$ cat config.mk
export PLATFORM = sky130hd
export DESIGN_NAME = cdb_writeback_arbiter_flat
export DESIGN_NICKNAME = d
export VERILOG_FILES = /design/src/rtl/cdb_writeback_arbiter_if.sv /design/src/rtl/cdb_writeback_arbiter.sv /design/src/flat_wrapper.sv
export SDC_FILE = /design/constraint.sdc
export NUM_CORES = 1
export LEC_CHECK = 0
export BUFFER_PORTS_ARGS = -buffer_cell sky130_fd_sc_hd__buf_4
export CAP_MARGIN = 25
export CORE_MARGIN = 4
export CORE_UTILIZATION = 30
export CTS_BUF_LIST = sky130_fd_sc_hd__clkbuf_8
export CTS_CLUSTER_SIZE = 25
export DETAILED_ROUTE_END_ITERATION = 10
export PLACE_DENSITY = 0.55
export SLEW_MARGIN = 5
export SYNTH_ARGS = -nofsm -noshare
export SYNTH_HDL_FRONTEND = slang
export SYNTH_SLANG_ARGS = --single-unit
$ cat constraint.sdc
create_clock -name clk -period 10 [get_ports clk]
set_clock_uncertainty 0.15 [all_clocks]
set_input_delay 2 -clock clk [delete_from_list [all_inputs] [get_ports clk]]
set_output_delay 2 -clock clk [all_outputs]
set_load 0.03 [all_outputs]
$ cat src/rtl/cdb_writeback_arbiter_if.sv
// Writeback bus between the functional units / CDB consumer and the arbiter.
// Per-unit request fields are packed flat, unit i in slice [i*W +: W].
interface cdb_writeback_arbiter_if #(
    parameter int unsigned NUM_REQ       = 4,
    parameter int unsigned DATA_WIDTH    = 32,
    parameter int unsigned ROB_IDX_WIDTH = 5,
    parameter int unsigned ORDER_WIDTH   = 64
);
    localparam int unsigned RD_W  = 5;
    localparam int unsigned SRC_W = (NUM_REQ > 1) ? $clog2(NUM_REQ) : 1;

    logic [NUM_REQ-1:0]               req_valid;
    logic [NUM_REQ-1:0]               req_ready;
    logic [NUM_REQ*DATA_WIDTH-1:0]    req_data;
    logic [NUM_REQ*RD_W-1:0]          req_rd_addr;
    logic [NUM_REQ*ROB_IDX_WIDTH-1:0] req_rob_idx;
    logic [NUM_REQ*ORDER_WIDTH-1:0]   req_order;

    logic                     wb_ready;
    logic                     wb_valid;
    logic [DATA_WIDTH-1:0]    wb_data;
    logic [RD_W-1:0]          wb_rd_addr;
    logic [ROB_IDX_WIDTH-1:0] wb_rob_idx;
    logic [SRC_W-1:0]         wb_src;

    // Functional units and CDB consumer side
    modport master (
        output req_valid, req_data, req_rd_addr, req_rob_idx, req_order, wb_ready,
        input  req_ready, wb_valid, wb_data, wb_rd_addr, wb_rob_idx, wb_src
    );

    // Arbiter side
    modport slave (
        input  req_valid, req_data, req_rd_addr, req_rob_idx, req_order, wb_ready,
        output req_ready, wb_valid, wb_data, wb_rd_addr, wb_rob_idx, wb_src
    );
endinterface

$ cat src/rtl/cdb_writeback_arbiter.sv
// One CDB writeback lane shared by NUM_REQ units: per-unit result FIFOs,
// oldest-head-first selection by program-order tag, one broadcast per cycle.
module cdb_writeback_arbiter #(
    parameter int unsigned NUM_REQ       = 4,
    parameter int unsigned BUF_DEPTH     = 2,
    parameter int unsigned DATA_WIDTH    = 32,
    parameter int unsigned ROB_IDX_WIDTH = 5,
    parameter int unsigned ORDER_WIDTH   = 64
) (
    input  logic                    clk,
    input  logic                    rst,
    input  logic                    flush,
    cdb_writeback_arbiter_if.slave  bus
);
    localparam int unsigned PTR_W = $clog2(BUF_DEPTH);
    localparam int unsigned CNT_W = PTR_W + 1;
    localparam int unsigned SRC_W = (NUM_REQ > 1) ? $clog2(NUM_REQ) : 1;
    localparam int unsigned RD_W  = 5;

    logic [PTR_W-1:0]         r_head  [NUM_REQ];
    logic [PTR_W-1:0]         r_tail  [NUM_REQ];
    logic [CNT_W-1:0]         r_count [NUM_REQ];

    logic [DATA_WIDTH-1:0]    r_data  [NUM_REQ][BUF_DEPTH];
    logic [RD_W-1:0]          r_rd    [NUM_REQ][BUF_DEPTH];
    logic [ROB_IDX_WIDTH-1:0] r_rob   [NUM_REQ][BUF_DEPTH];
    logic [ORDER_WIDTH-1:0]   r_order [NUM_REQ][BUF_DEPTH];

    logic [NUM_REQ-1:0]       w_ready;
    logic [NUM_REQ-1:0]       w_push;
    logic [NUM_REQ-1:0]       w_pop;

    logic [DATA_WIDTH-1:0]    w_head_data  [NUM_REQ];
    logic [RD_W-1:0]          w_head_rd    [NUM_REQ];
    logic [ROB_IDX_WIDTH-1:0] w_head_rob   [NUM_REQ];
    logic [ORDER_WIDTH-1:0]   w_head_order [NUM_REQ];

    logic                     w_any;
    logic [SRC_W-1:0]         w_sel;
    logic [ORDER_WIDTH-1:0]   w_best;
    logic                     w_wb_valid;

    // Ready looks only at the registered count: a same-cycle pop never frees a slot early
    always_comb begin
        for (int i = 0; i < NUM_REQ; i++) begin
            w_ready[i]      = (r_count[i] < CNT_W'(BUF_DEPTH)) && !flush && !rst;
            w_push[i]       = bus.req_valid[i] && w_ready[i];
            w_head_data[i]  = r_data[i][r_head[i]];
            w_head_rd[i]    = r_rd[i][r_head[i]];
            w_head_rob[i]   = r_rob[i][r_head[i]];
            w_head_order[i] = r_order[i][r_head[i]];
        end
    end

    // Oldest non-empty head wins; strict compare keeps ties on the lowest index
    always_comb begin
        w_any  = 1'b0;
        w_sel  = '0;
        w_best = '0;
        for (int i = 0; i < NUM_REQ; i++) begin
            if (r_count[i] != '0) begin
                if (!w_any || (w_head_order[i] < w_best)) begin
                    w_any  = 1'b1;
                    w_sel  = SRC_W'(i);
                    w_best = w_head_order[i];
                end
            end
        end
    end

    always_comb begin
        w_wb_valid = w_any && !flush && !rst;
        for (int i = 0; i < NUM_REQ; i++) begin
            w_pop[i] = w_wb_valid && bus.wb_ready && (w_sel == SRC_W'(i));
        end
    end

    assign bus.req_ready  = w_ready;
    assign bus.wb_valid   = w_wb_valid;
    assign bus.wb_data    = w_wb_valid ? w_head_data[w_sel] : '0;
    assign bus.wb_rd_addr = w_wb_valid ? w_head_rd[w_sel]   : '0;
    assign bus.wb_rob_idx = w_wb_valid ? w_head_rob[w_sel]  : '0;
    assign bus.wb_src     = w_wb_valid ? w_sel              : '0;

    // Payload storage needs no reset; only pointers and counts define validity
    always_ff @(posedge clk) begin
        for (int i = 0; i < NUM_REQ; i++) begin
            if (w_push[i]) begin
                r_data[i][r_tail[i]]  <= bus.req_data[i*DATA_WIDTH +: DATA_WIDTH];
                r_rd[i][r_tail[i]]    <= bus.req_rd_addr[i*RD_W +: RD_W];
                r_rob[i][r_tail[i]]   <= bus.req_rob_idx[i*ROB_IDX_WIDTH +: ROB_IDX_WIDTH];
                r_order[i][r_tail[i]] <= bus.req_order[i*ORDER_WIDTH +: ORDER_WIDTH];
            end
        end
    end

    // Pointer and occupancy tracking; flush clears exactly like reset
    always_ff @(posedge clk) begin
        if (rst || flush) begin
            for (int i = 0; i < NUM_REQ; i++) begin
                r_head[i]  <= '0;
                r_tail[i]  <= '0;
                r_count[i] <= '0;
            end
        end else begin
            for (int i = 0; i < NUM_REQ; i++) begin
                if (w_push[i]) begin
                    r_tail[i] <= r_tail[i] + PTR_W'(1);
                end
                if (w_pop[i]) begin
                    r_head[i] <= r_head[i] + PTR_W'(1);
                end
                if (w_push[i] && !w_pop[i]) begin
                    r_count[i] <= r_count[i] + CNT_W'(1);
                end else if (!w_push[i] && w_pop[i]) begin
                    r_count[i] <= r_count[i] - CNT_W'(1);
                end
            end
        end
    end
endmodule

$ cat src/flat_wrapper.sv
// flat-port wrapper written by rule: the top's interface ports become plain ports
module cdb_writeback_arbiter_flat 
#(
    parameter int unsigned NUM_REQ       = 4,
    parameter int unsigned BUF_DEPTH     = 2,
    parameter int unsigned DATA_WIDTH    = 32,
    parameter int unsigned ROB_IDX_WIDTH = 5,
    parameter int unsigned ORDER_WIDTH   = 64
)
  (clk, rst, flush, bus_req_valid, bus_req_data, bus_req_rd_addr, bus_req_rob_idx, bus_req_order, bus_wb_ready, bus_req_ready, bus_wb_valid, bus_wb_data, bus_wb_rd_addr, bus_wb_rob_idx, bus_wb_src);
  cdb_writeback_arbiter_if #(.NUM_REQ(NUM_REQ), .DATA_WIDTH(DATA_WIDTH), .ROB_IDX_WIDTH(ROB_IDX_WIDTH), .ORDER_WIDTH(ORDER_WIDTH)) bus_i ();
  input  logic clk;
  input  logic rst;
  input  logic flush;
  input wire logic [$bits(bus_i.req_valid)-1:0] bus_req_valid;
  input wire logic [$bits(bus_i.req_data)-1:0] bus_req_data;
  input wire logic [$bits(bus_i.req_rd_addr)-1:0] bus_req_rd_addr;
  input wire logic [$bits(bus_i.req_rob_idx)-1:0] bus_req_rob_idx;
  input wire logic [$bits(bus_i.req_order)-1:0] bus_req_order;
  input wire logic [$bits(bus_i.wb_ready)-1:0] bus_wb_ready;
  output wire logic [$bits(bus_i.req_ready)-1:0] bus_req_ready;
  output wire logic [$bits(bus_i.wb_valid)-1:0] bus_wb_valid;
  output wire logic [$bits(bus_i.wb_data)-1:0] bus_wb_data;
  output wire logic [$bits(bus_i.wb_rd_addr)-1:0] bus_wb_rd_addr;
  output wire logic [$bits(bus_i.wb_rob_idx)-1:0] bus_wb_rob_idx;
  output wire logic [$bits(bus_i.wb_src)-1:0] bus_wb_src;
  assign bus_i.req_valid = bus_req_valid;
  assign bus_i.req_data = bus_req_data;
  assign bus_i.req_rd_addr = bus_req_rd_addr;
  assign bus_i.req_rob_idx = bus_req_rob_idx;
  assign bus_i.req_order = bus_req_order;
  assign bus_i.wb_ready = bus_wb_ready;
  assign bus_req_ready = bus_i.req_ready;
  assign bus_wb_valid = bus_i.wb_valid;
  assign bus_wb_data = bus_i.wb_data;
  assign bus_wb_rd_addr = bus_i.wb_rd_addr;
  assign bus_wb_rob_idx = bus_i.wb_rob_idx;
  assign bus_wb_src = bus_i.wb_src;
  cdb_writeback_arbiter #(.NUM_REQ(NUM_REQ), .BUF_DEPTH(BUF_DEPTH), .DATA_WIDTH(DATA_WIDTH), .ROB_IDX_WIDTH(ROB_IDX_WIDTH), .ORDER_WIDTH(ORDER_WIDTH)) u_core (.clk(clk), .rst(rst), .flush(flush), .bus(bus_i));
endmodule
==> results.py <==
metrics = {
    "synth": {
        "syn_nets": 3047,
        "synth_most_common_cell": "edfxtp_1",
        "ys.flop_type": "edfxtp_1",
        "synth_area_leader_cell": "edfxtp_1",
        "synth_warnings": 0,
        "synth_cells": 2425,
        "synth-seq-cells": 864,
        "syn_area_sq_um": 38100,
        "syn_avg_cell_area_sq_um": 15.7,
        "yosysTopAreaCellShare_pct": 68.1,
        "synthArstFlopShare_pct": 0,
        "synth_edf_count": 864,
        "ys_seq_area_share_pct": 68.1,
        "synthDistinctLibCells": 58,
        "synth_area_leaders": "edfxtp_1, mux2_2, ha_1",
        "synthTopCellsByCount": "edfxtp_1, mux2_2, nand2_1, ha_1, mux2i_1",
    },
    "grt": {
        "overflow": 0,
        "grt_antenna_before_repair": 31,
        "grt_pass1_wl_microns": 176000,
        "grt_pass1_vias": 25581,
        "track_usage_pct": 18.6,
        "grt_start_max_net_pins": 64,
    },
    "worst_setup_path": {
        "crit_path_frequent_cell": "buf_12",
        "critPathSlowestCell": "a2111o_1",
        "max_stage_delay_ns": 0.53,
        "path_class": "flip-flop to primary output",
        "worstPathArrival_ns": 9.89,
        "endpoint_kind": "primary output",
        "start_kind": "flip-flop",
        "critical_path_peak_fanout": 8,
        "required_ns": 7.85,
    },
    "cts": {
        "cts_root_buf": "clkbuf_8",
        "clock_latency_ns": 0.88,
        "cts.htree.levels": 4,
        "clockBufferDepth": 3,
        "numCtsBuffers": 152,
        "clk_pin_slew_ns": 0.06,
        "cts_tree": "yes",
        "cts_sinks": 864,
    },
    "pwr": {
        "netSwitchingFraction_pct": 29.0,
        "switchingPower_mw": 2.77,
        "p_int_mw": 6.77,
        "combPwrFrac_pct": 25.8,
        "clockPowerShare_pct": 31.3,
        "powerDensity_nw_per_um2": 182,
        "pwr-share-seq_pct": 43.0,
        "vdd_drop_max_mv": 0.129,
        "p_leak_nw": 19.3,
    },
    "drt": {
        "wire_per_inst_microns": 24.5,
        "drc": 0,
        "firstDrtPassIters": 5,
        "vias": 24777,
        "drt_iter0_markers": 1588,
        "wirelength_microns": 126000,
        "ant_nets": 0,
        "avgViaCountPerCell": 4.81,
    },
    "layout": {
        "nets": 3986,
        "register_area_sq_um": 25900,
        "fill_cells": 11632,
        "synthToLayoutAreaGrowth_pct": 37.7,
        "utilization_pct": 41.6,
        "drive_gt1_share_pct": 44.5,
        "multi_input_area_sq_um": 13600,
    },
    "timing": {
        "maxSlewHeadroom_pct": 38.7,
        "fin_crit_ns": 12.04,
        "fmax_mhz": 83.0,
        "whs_ns": 0.465,
        "hold_viol": 0,
        "worst_slack_ns": -2.04,
        "setup-violations-final": 44,
        "rsz0062_at_grt": "yes",
        "worst_slew_pin_slew_ns": 0.919,
        "finalSetupTns_ns": -86.57,
        "drv_slew": 0,
        "finalCritPeriodShare_pct": 120,
    },
    "floorplan": {
        "dieArea_sq_um": 133000,
        "rows": 130,
        "start_util_pct": 30.3,
        "die_w_microns": 364,
        "io_pins": 481,
        "core_sq_um": 126000,
        "fp.dieH_microns": 364,
    },
    "job": {
        "maxCapViolCount": 0,
    },
    "place": {
        "gp_congestion": 0.843,
        "dp_hpwl_microns": 87100,
        "port_buffers": 480,
    },
    "run_status": {
        "status": "complete, but fails checks",
        "violations": "setup timing",
    },
    "worst_hold_path": {
        "min_path_type": "flip-flop to flip-flop",
    },
}
-- area by class of cell --
cell class / instances / share of cell area (%)
Clock inverter: 115 / 1.13
Tap cell: 1650 / 3.94
Multi-Input combinational cell: 1436 / 25.9
Timing Repair Buffer: 893 / 15.3
Inverter: 17 / 0.122
Antenna cell: 18 / 0.0859
Clock buffer: 155 / 4.07
Sequential cell: 864 / 49.5
-- flip-flops by register name, summed over array words and instances (netlist names) --
signal / count
u_core.r_head: 4
u_core.r_order: 512
u_core.r_rob: 40
u_core.r_rd: 40
u_core.r_tail: 4
u_core.r_count: 8
u_core.r_data: 256
-- per-stage QoR --
stage | setup slack (ns) | power [mW] | instances | instance area (sq um)
floorplan | -0.601 | 5.30 | 2425 | 39200
global placement | -1.89 | 6.18 | 4755 | 46900
detailed placement | -1.95 | 6.19 | 4756 | 46900
CTS | -2.19 | 9.59 | 5113 | 51800
global route | -2.51 | 10.0 | 5133 | 52400
finish | -2.04 | 9.53 | 5148 | 52400
-- critical path, delay by kind of cell, from the launching register on --
family	cells	cell delay (ns)
buffers and inverters	17	2.66
AOI/OAI and AO/OA	12	2.49
adders and majority gates	3	0.83
and+or+nand+nor	12	2.28
DFF	1	0.36
muxes	1	0.35
-- logic make-up after synthesis --
group / share of synthesized area, %
muxes: 12.0
adders and majority gates: 6.24
DFF: 68.1
AOI/OAI and AO/OA: 7.28
buffers and inverters: 1.30
and+or+nand+nor: 5.05
-- per-layer routing --
| layer | routed length [microns] | vias to the layer above | share of wire (%) | track usage, % |
|---|---|---|---|---|
| met5 | 117 | - | 0.093 | 0 |
| met4 | 3020 | 18 | 2.4 | 5.73 |
| met3 | 11200 | 193 | 8.9 | 7.05 |
| met2 | 58600 | 779 | 46 | 30.0 |
| met1 | 53300 | 12247 | 42 | 23.2 |
| li1 | - | 11540 | - | - |
-- timing repair --
action                     CTS  global route
resized for setup          251            84
buffers inserted            69            16
hold buffers                 0             0
setup endpoints to repair   54            49
pin swaps                   72            52
cloned                      21             3
-- power groups by stage --
stage | clock network [mW] | registers (mW) | logic [mW]
floorplan | 0 | 4.19 | 1.11
detailed placement | 0 | 4.17 | 2.02
finish | 2.98 | 4.10 | 2.46
CTS | 3.09 | 4.10 | 2.40
global placement | 0 | 4.17 | 2.01
global route | 3.26 | 4.10 | 2.65
-- path summary, 6_finish.rpt --
path / slack [ns] / depth (start not counted) / startpoint / end
max: -2.04 / 45 / u_core.r_head[1]$_SDFFCE_PN0P_ / bus_wb_data[9]
min: 0.47 / 1 / u_core.r_tail[0]$_SDFFCE_PN0P_ / u_core.r_tail[0]$_SDFFCE_PN0P_
max reg2reg: 0.46 / 46 / u_core.r_head[1]$_SDFFCE_PN0P_ / u_core.r_count[3][0]$_DFFE_PP_
min reg2reg: 0.47 / 1 / u_core.r_tail[0]$_SDFFCE_PN0P_ / u_core.r_tail[0]$_SDFFCE_PN0P_
-- cells in the final DEF, fill, tap and decap left out, types with 18 or more instances in the layout --
cell type,instances
a21o_1,21
buf_6,69
ha_4,28
o21ai_2,24
mux2i_1,169
clkinv_1,39
a221o_1,42
inv_1,58
diode_2,18
nand2_1,225
a21oi_1,53
mux2_2,241
ha_1,159
clkinv_2,19
o21a_1,71
o21ai_0,28
nand3_1,22
clkbuf_8,155
nor2_1,36
buf_4,756
o21ai_1,37
buf_12,39
buf_16,19
a221oi_4,39
nand4_1,39
edfxtp_1,864
No activity file was read; power rests on OpenSTA's default activity.
